$ cat config.mk
export PLATFORM = sky130hd
export DESIGN_NAME = hada_abs_signum_pipe
export DESIGN_NICKNAME = d
export VERILOG_FILES = /design/src/rtl/hada_abs_signum_pipe.sv
export SDC_FILE = /design/constraint.sdc
export NUM_CORES = 1
export LEC_CHECK = 0
export CAP_MARGIN = 15
export CELL_PAD_IN_SITES_DETAIL_PLACEMENT = 0
export CELL_PAD_IN_SITES_GLOBAL_PLACEMENT = 1
export CORE_MARGIN = 4
export CORE_UTILIZATION = 35
export CTS_CLUSTER_DIAMETER = 120
export DETAILED_ROUTE_END_ITERATION = 6
export PLACE_DENSITY_LB_ADDON = 0.1
export SLEW_MARGIN = 20
export SYNTH_ARGS = -nofsm -noshare
export SYNTH_HDL_FRONTEND = slang
export SYNTH_SLANG_ARGS = --single-unit
$ cat constraint.sdc
create_clock -name clk -period 3.5 [get_ports clk]
set_clock_uncertainty 0.05 [all_clocks]
set_input_delay 0.875 -clock clk [delete_from_list [all_inputs] [get_ports clk]]
set_output_delay 0.875 -clock clk [all_outputs]
set_load 0.01 [all_outputs]
$ cat src/rtl/hada_abs_signum_pipe.sv
// hada_abs_signum_pipe: streaming |a| / signum(a) for any WIDTH, signed or
// unsigned per transaction, with a STAGES-deep valid/ready pipeline.
//
// Build option: define HADA_ABS_SAT_EN to make abs of the most-negative
// signed value return max positive (0 followed by ones). Left undefined,
// that case wraps to the input value, matching plain two's-complement
// negation. out_ovf is raised in both builds.
//
// Handshake: a word moves on a rising edge when valid & ready are both
// high on that side. Once out_valid rises, out_data/out_ovf hold until the
// consumer takes them. in_ready is a combinational chain back from
// out_ready through the stage valid bits (no skid buffer).
module hada_abs_signum_pipe #(
  parameter int WIDTH  = 32,
  parameter int STAGES = 2,
  parameter int CNT_W  = 16
) (
  input  logic             clk,
  input  logic             rst_n,
  input  logic             in_valid,
  output logic             in_ready,
  input  logic [WIDTH-1:0] in_data,
  input  logic             in_op,
  input  logic             in_signed,
  output logic             out_valid,
  input  logic             out_ready,
  output logic [WIDTH-1:0] out_data,
  output logic             out_ovf,
  output logic [CNT_W-1:0] ovf_cnt
);

  localparam logic [WIDTH-1:0] MIN_NEG = {1'b1, {(WIDTH-1){1'b0}}};
  localparam logic [WIDTH-1:0] MAX_POS = ~MIN_NEG;
  localparam logic [WIDTH-1:0] ONE     = WIDTH'(1);
  localparam logic [CNT_W-1:0] CNT_MAX = '1;

  logic [STAGES-1:0] r_vld;
  logic [STAGES-1:0] r_ovf;
  logic [WIDTH-1:0]  r_data [STAGES];
  logic [CNT_W-1:0]  r_cnt;

  logic [STAGES-1:0] w_en;
  logic              w_neg;
  logic              w_is_min;
  logic [WIDTH-1:0]  w_res;
  logic              w_ovf;
  logic              w_out_xfer;

  // Per-stage load enable: a stage loads when empty or when its content
  // moves downstream this cycle; evaluated from the output end backwards.
  always_comb begin
    logic v_take;
    v_take = out_ready;
    w_en   = '0;
    for (int k = STAGES - 1; k >= 0; k--) begin
      v_take  = ~r_vld[k] | v_take;
      w_en[k] = v_take;
    end
  end

  // Stage-0 arithmetic: abs or signum of the incoming operand.
  always_comb begin
    w_neg    = in_signed & in_data[WIDTH-1];
    w_is_min = (in_data == MIN_NEG);
    w_res    = '0;
    w_ovf    = 1'b0;
    if (!in_op) begin
      if (w_neg) begin
        if (w_is_min) begin
          w_ovf = 1'b1;
`ifdef HADA_ABS_SAT_EN
          w_res = MAX_POS;
`else
          w_res = in_data;
`endif
        end else begin
          w_res = ~in_data + ONE;
        end
      end else begin
        w_res = in_data;
      end
    end else begin
      if (in_data == '0) begin
        w_res = '0;
      end else if (w_neg) begin
        w_res = '1;
      end else begin
        w_res = ONE;
      end
    end
  end

  // Pipeline registers: stage 0 takes the computed result, later stages
  // shift the previous stage forward; reset drops everything in flight.
  always_ff @(posedge clk) begin
    if (!rst_n) begin
      r_vld <= '0;
      r_ovf <= '0;
      for (int k = 0; k < STAGES; k++) begin
        r_data[k] <= '0;
      end
    end else begin
      if (w_en[0]) begin
        r_vld[0]  <= in_valid;
        r_ovf[0]  <= w_ovf;
        r_data[0] <= w_res;
      end
      for (int k = 1; k < STAGES; k++) begin
        if (w_en[k]) begin
          r_vld[k]  <= r_vld[k-1];
          r_ovf[k]  <= r_ovf[k-1];
          r_data[k] <= r_data[k-1];
        end
      end
    end
  end

  assign w_out_xfer = r_vld[STAGES-1] & out_ready;

  // Saturating count of overflow results handed to the consumer.
  always_ff @(posedge clk) begin
    if (!rst_n) begin
      r_cnt <= '0;
    end else if (w_out_xfer && r_ovf[STAGES-1] && (r_cnt != CNT_MAX)) begin
      r_cnt <= r_cnt + CNT_W'(1);
    end
  end

  assign in_ready  = rst_n & w_en[0];
  assign out_valid = r_vld[STAGES-1];
  assign out_data  = r_data[STAGES-1];
  assign out_ovf   = r_ovf[STAGES-1];
  assign ovf_cnt   = r_cnt;

endmodule

==> results of run 1 <==
==> worst min-delay path, delay by kind of cell (launching register included) <==
family / cells / cell delay [ns]
DFF: 1 / 0.34
and+or+nand+nor: 2 / 0.11
==> sequential cells by signal, summed over array words and instances (netlist names) <==
register / flops
r_data: 64
r_ovf: 2
ovf_cnt: 16
r_vld: 2
==> metal layers <==
layer  GRT usage [%]  up-vias  wire [um]
met5               0        -          0
met4           5.666        0        177
met3           4.537       15        562
met2           24.10      107       5121
met1           20.82     1636       5003
li1                -     1721          -
==> layout make-up <==
class	instances	area [um^2]
Multi-Input combinational cell	289	1779
Clock buffer	10	229.0
Timing Repair Buffer	117	1124
Fill cell	1202	6422
Inverter	10	37.54
Sequential cell	84	2322
Clock inverter	6	87.58
Tap cell	168	210.2
==> report_power, final <==
group          internal [mW]  switching [mW]  leakage [nW]
clock network          0.625           0.391         0.147
registers               1.12          0.0124         0.919
logic                  0.136           0.137          1.03
total                   1.89           0.540          2.10
==> final timing paths <==
| check | from | endpoint | slack [ns] | cells past startpoint |
|---|---|---|---|---|
| setup / recovery | out_ready | in_ready | 0.33 | 6 |
| hold / removal | r_vld[0]$_SDFFE_PN0N_ | r_vld[1]$_SDFFE_PN0P_ | 0.44 | 2 |
| setup reg to reg | ovf_cnt[0]$_SDFFE_PN0P_ | ovf_cnt[15]$_SDFFE_PN0P_ | 1.42 | 6 |
| hold reg to reg | r_vld[0]$_SDFFE_PN0N_ | r_vld[1]$_SDFFE_PN0P_ | 0.44 | 2 |
==> cells in the mapped netlist, drive strengths merged (6+ instances only) <==
master  number
edfxtp      64
nor2        40
buf         33
and2        32
o21ai       30
a21oi       27
nand2       25
dfxtp       20
nor3        20
clkbuf      17
nand3       13
nor4        13
xnor2       13
nand4       11
o211ai      10
inv          9
xor2         7
or3          6
==> stage by stage <==
step / cells / setup slack (ns)
6_report: 684 / 0.3321
2_1_floorplan: 433 / 0.7347
4_1_cts: 684 / 0.3110
3_5_place_dp: 668 / 0.1229
3_3_place_gp: 668 / 0.08347
5_1_grt: 684 / 0.2364
==> cell families after synthesis <==
family,count (synthesis),synth area share [%]
XOR/XNOR,20,3.938
adder cells (fa/ha/maj),2,0.5625
buffers and inverters,60,7.792
AND/OR/NAND/NOR,180,23.46
flip-flops,84,52.21
multiplexers,2,0.4501
AO/OA/AOI/OAI,85,11.59
==> metrics, run 1 <==
routed vias/inst=5.086; drt wl/cell=roughly 16 um; synthesis-to-finish area growth=30.15%; Row Count=40; GPL Wtd Cong=between 0.8 and 0.9; post-route cell area=0.005789 mm^2; YS warnings=0; Mapped Area=roughly 0.0044 mm^2; DRT Wirelength=10870 um; Skew-Pair Late Insertion Delay=0.34 ns; Synth area leader=edfxtp_1; startpoint class of the critical path=primary input; critical path cell sequence=clkdlybuf4s50_1 > nor2b_1 > nand2_1 > nand2_1 > inv_1 > clkdlybuf4s50_1; Synth top area share=43.21%; Hold WS=0.4379 ns; Worst setup EP type=primary output; Seq/Total Area, Yosys=52.21%; outcome=complete, no violations; DIE AREA=0.01458 mm^2; most frequent cells in the layout=88 x clkdlybuf4s50_1, 64 x edfxtp_1, 39 x nor2_1; die height=120.7 um; CP Max Fanout=3; # H-tree levels=3; Slew headroom=51.93%; synth top area cells=edfxtp_1 43%, dfxtp_1 9.0%, buf_4 5.4%; most common cell after layout, fill and taps aside=clkdlybuf4s50_1; Hold Crit Class=reg -> reg; dpl cell area=0.005473 mm^2; initial antenna violation count=0; leakage=2.099 nW; ys flop type=edfxtp_1; syn avg cell area=10.27 um^2; flops & latches, synth=84; # clock sinks=84; RSZ-0062 raised after global routing=false; final setup vio count=0; Power Total=2.426 mW; core footprint=0.01221 mm^2; Crit path largest cell delay=0.55 ns; vias=approximately 3500; number of global-route vias before repair=3398; Final Slew Violations=0; Post-DRT Antenna Nets=0; peak supply drop=0.1759 mV; clk root buf=clkbuf_16; initial DRC count=154; fmax=315.7 MHz; ant diodes=0; post-CTS setup buffer count=0; gr ovfl total=0; Nets=about 550; # Max-Cap Violations=0; residual DRC count=0; Die Wd=120.7 um; clk slew on worst S/H paths=0.07 ns; CTS Buf Count=9; crit share post-route=90.51%; Tot GR Track Use=between 10% and 20%; critical path's slowest cell=clkdlybuf4s50_1; Synth cell types=50; Worst Max-Slew Pin Slew=about 0.71 ns; Max clock buf depth=2; Layout Utilization=47.41%; critical path class=in -> out; largest net degree at the start of global routing=42; final setup TNS=0 ns; CTS tree=done; Buf+Inv Stages, Crit Path=3; Worst path top cell family by delay=buffers and inverters; Worst Path Arrival=2.24 ns; P per Cell Area=419.0 mW/mm^2; layout cell share with drive strength beyond 1=11.05%; min Tclk post-route=3.168 ns; CP Data Required Time=2.57 ns; 1st-pass router iterations=4; hold_buf cts=0; Fin. Hold Viols=0; Post-synth EDFFs=64; # resized after CTS=0; Mapped Cells=around 430; Initial Util=36.42%; first-pass GRT wire length=17760 um; Port Buffers=88; syn_nets=473; Post-synth ARST share=0%; detailed placement HPWL=7864 um; I/O pin count=89
Note: power is estimated with default switching activity, not from simulation.
==> inputs of run 2 (changes only) <==
==> constraint.sdc (replaced) <==
create_clock -name clk -period 3.3 [get_ports clk]
set_clock_uncertainty 0.05 [all_clocks]
set_input_delay 0.825 -clock clk [delete_from_list [all_inputs] [get_ports clk]]
set_output_delay 0.825 -clock clk [all_outputs]
set_load 0.01 [all_outputs]
==> metrics, run 2 (synthesis gave the netlist of run 1 again) <==
outcome=complete, no violations; initial DRC count=143 (-7.1%); Tot GR Track Use=15.77% (+0.17 points); critical path's slowest cell=clkdlybuf4s50_1; core footprint=0.01221 mm^2 (unchanged); largest net degree at the start of global routing=42 (unchanged); min Tclk post-route=between 3 and 4 ns; gr ovfl total=0 (unchanged); # resized after CTS=0 (unchanged); Skew-Pair Late Insertion Delay=0.34 ns (about the same); initial antenna violation count=0 (unchanged); dpl cell area=0.005545 mm^2 (+1.3%); first-pass GRT wire length=18130 um (+2.1%); # H-tree levels=3 (unchanged); most frequent cells in the layout=88 x clkdlybuf4s50_1, 64 x edfxtp_1, 42 x buf_4; clk slew on worst S/H paths=0.06 ns (about the same); detailed placement HPWL=8099 um (+3.0%); post-CTS setup buffer count=0 (unchanged); die height=120.7 um (unchanged); ant diodes=0 (unchanged); DRT Wirelength=11110 um (+2.3%); most common cell after layout, fill and taps aside=clkdlybuf4s50_1; fmax=326.0 MHz; CTS Buf Count=9 (unchanged); Biggest register=r_data; peak supply drop=0.2523 mV (+43%); final setup margin=0.2327 ns (-0.09945 ns); CP Data Required Time=2.42 ns (-0.15 ns); Worst setup EP type=primary output; pre-CTS setup slack=-0.002622 ns (-0.1255 ns); critical path class=in -> out; max reg flops=64 (unchanged); Row Count=40 (unchanged); Crit path largest cell delay=0.53 ns (-0.02 ns); hold_buf cts=0 (unchanged); clk root buf=clkbuf_16; startpoint class of the critical path=primary input; Die Wd=120.7 um (unchanged); Worst Path Arrival=2.19 ns (-0.05 ns); Layout Utilization=47.91% (+0.50 points); CP Max Fanout=3 (unchanged); synthesis-to-finish area growth=31.53%; RSZ-0062 raised after global routing=false; routed vias/inst=5.089 (about the same); leakage=2.145 nW (+2.2%); Power Total=2.538 mW (+4.6%); number of global-route vias before repair=3499 (+3.0%); final setup vio count=0 (unchanged); Worst Max-Slew Pin Slew=0.9090 ns (+0.1970 ns); Nets=564 (+2.4%); Post-DRT Antenna Nets=0 (unchanged); Fin. Hold Viols=0 (unchanged); critical path cell sequence=clkdlybuf4s50_1 > nor2b_1 > nand2_1 > nand2_1 > inv_1 > clkdlybuf4s50_1; 1st-pass router iterations=4 (unchanged); vias=3547 (+2.0%); Initial Util=36.42% (unchanged); DIE AREA=0.01458 mm^2 (unchanged); residual DRC count=0 (unchanged); GPL Wtd Cong=0.7931 (-7.8%); Port Buffers=88 (unchanged); crit share post-route=92.95%; Max clock buf depth=2 (unchanged); post-route cell area=0.005851 mm^2 (+1.1%); Hold Crit Class=reg -> reg; # Max-Cap Violations=0 (unchanged); P per Cell Area=433.9 mW/mm^2 (+3.5%); layout cell share with drive strength beyond 1=13.61% (+2.6 points); drt wl/cell=15.94 um (+0.36%); Final Slew Violations=0 (unchanged); I/O pin count=89 (unchanged); Slew headroom=38.63% (-13 points); Hold WS=0.4351 ns (-0.002747 ns); CTS tree=done; # clock sinks=84 (unchanged)
==> run 2: power breakdown <==
part           internal (mW)  switching, mW  total (mW)  leakage (nW)
clock network          0.597          0.438        1.04         0.143
registers               1.19         0.0135        1.21         0.919
logic                  0.150          0.147       0.297          1.08
==> run 2: cell type report <==
| cell class | instances | area, um^2 |
|---|---|---|
| fill | 1232 | 6361 |
| sequential | 84 | 2322 |
| multi-input combinational | 289 | 1779 |
| timing repair buffer | 130 | 1196 |
| clock buffer | 9 | 225.2 |
| tap | 168 | 210.2 |
| clock inverter | 7 | 80.08 |
| inverter | 10 | 37.54 |
==> run 2: final timing paths <==
path | slack, ns | to | depth (start not counted) | from
worst max-delay path | 0.23 | in_ready | 6 | out_ready
worst min-delay path | 0.44 | r_ovf[0]$_SDFFE_PN0N_ | 2 | r_ovf[0]$_SDFFE_PN0N_
worst max register to register | 0.99 | ovf_cnt[15]$_SDFFE_PN0P_ | 6 | ovf_cnt[0]$_SDFFE_PN0P_
worst min register to register | 0.44 | r_ovf[0]$_SDFFE_PN0N_ | 2 | r_ovf[0]$_SDFFE_PN0N_
==> run 2: worst max-delay path: cells and delay by family <==
kind,cells,cell delay (ns)
AND/OR/NAND/NOR,3,0.24
buffers and inverters,3,1.13
==> run 2: layer usage <==
layer  track usage [%]  part of all wire, %  up-vias
met5                 0                    0        -
met4             6.303                  2.1        0
met3             3.695                  5.3       16
met2             24.35                   46      106
met1             21.38                   46     1673
li1                  -                    -     1752
==> run 2: metrics by stage <==
step	cells	setup TNS [ns]
after floorplan	433	0
after global placement	681	-0.09337
after detailed placement	681	-0.002622
after CTS	697	0
after global routing	697	0
final	697	0
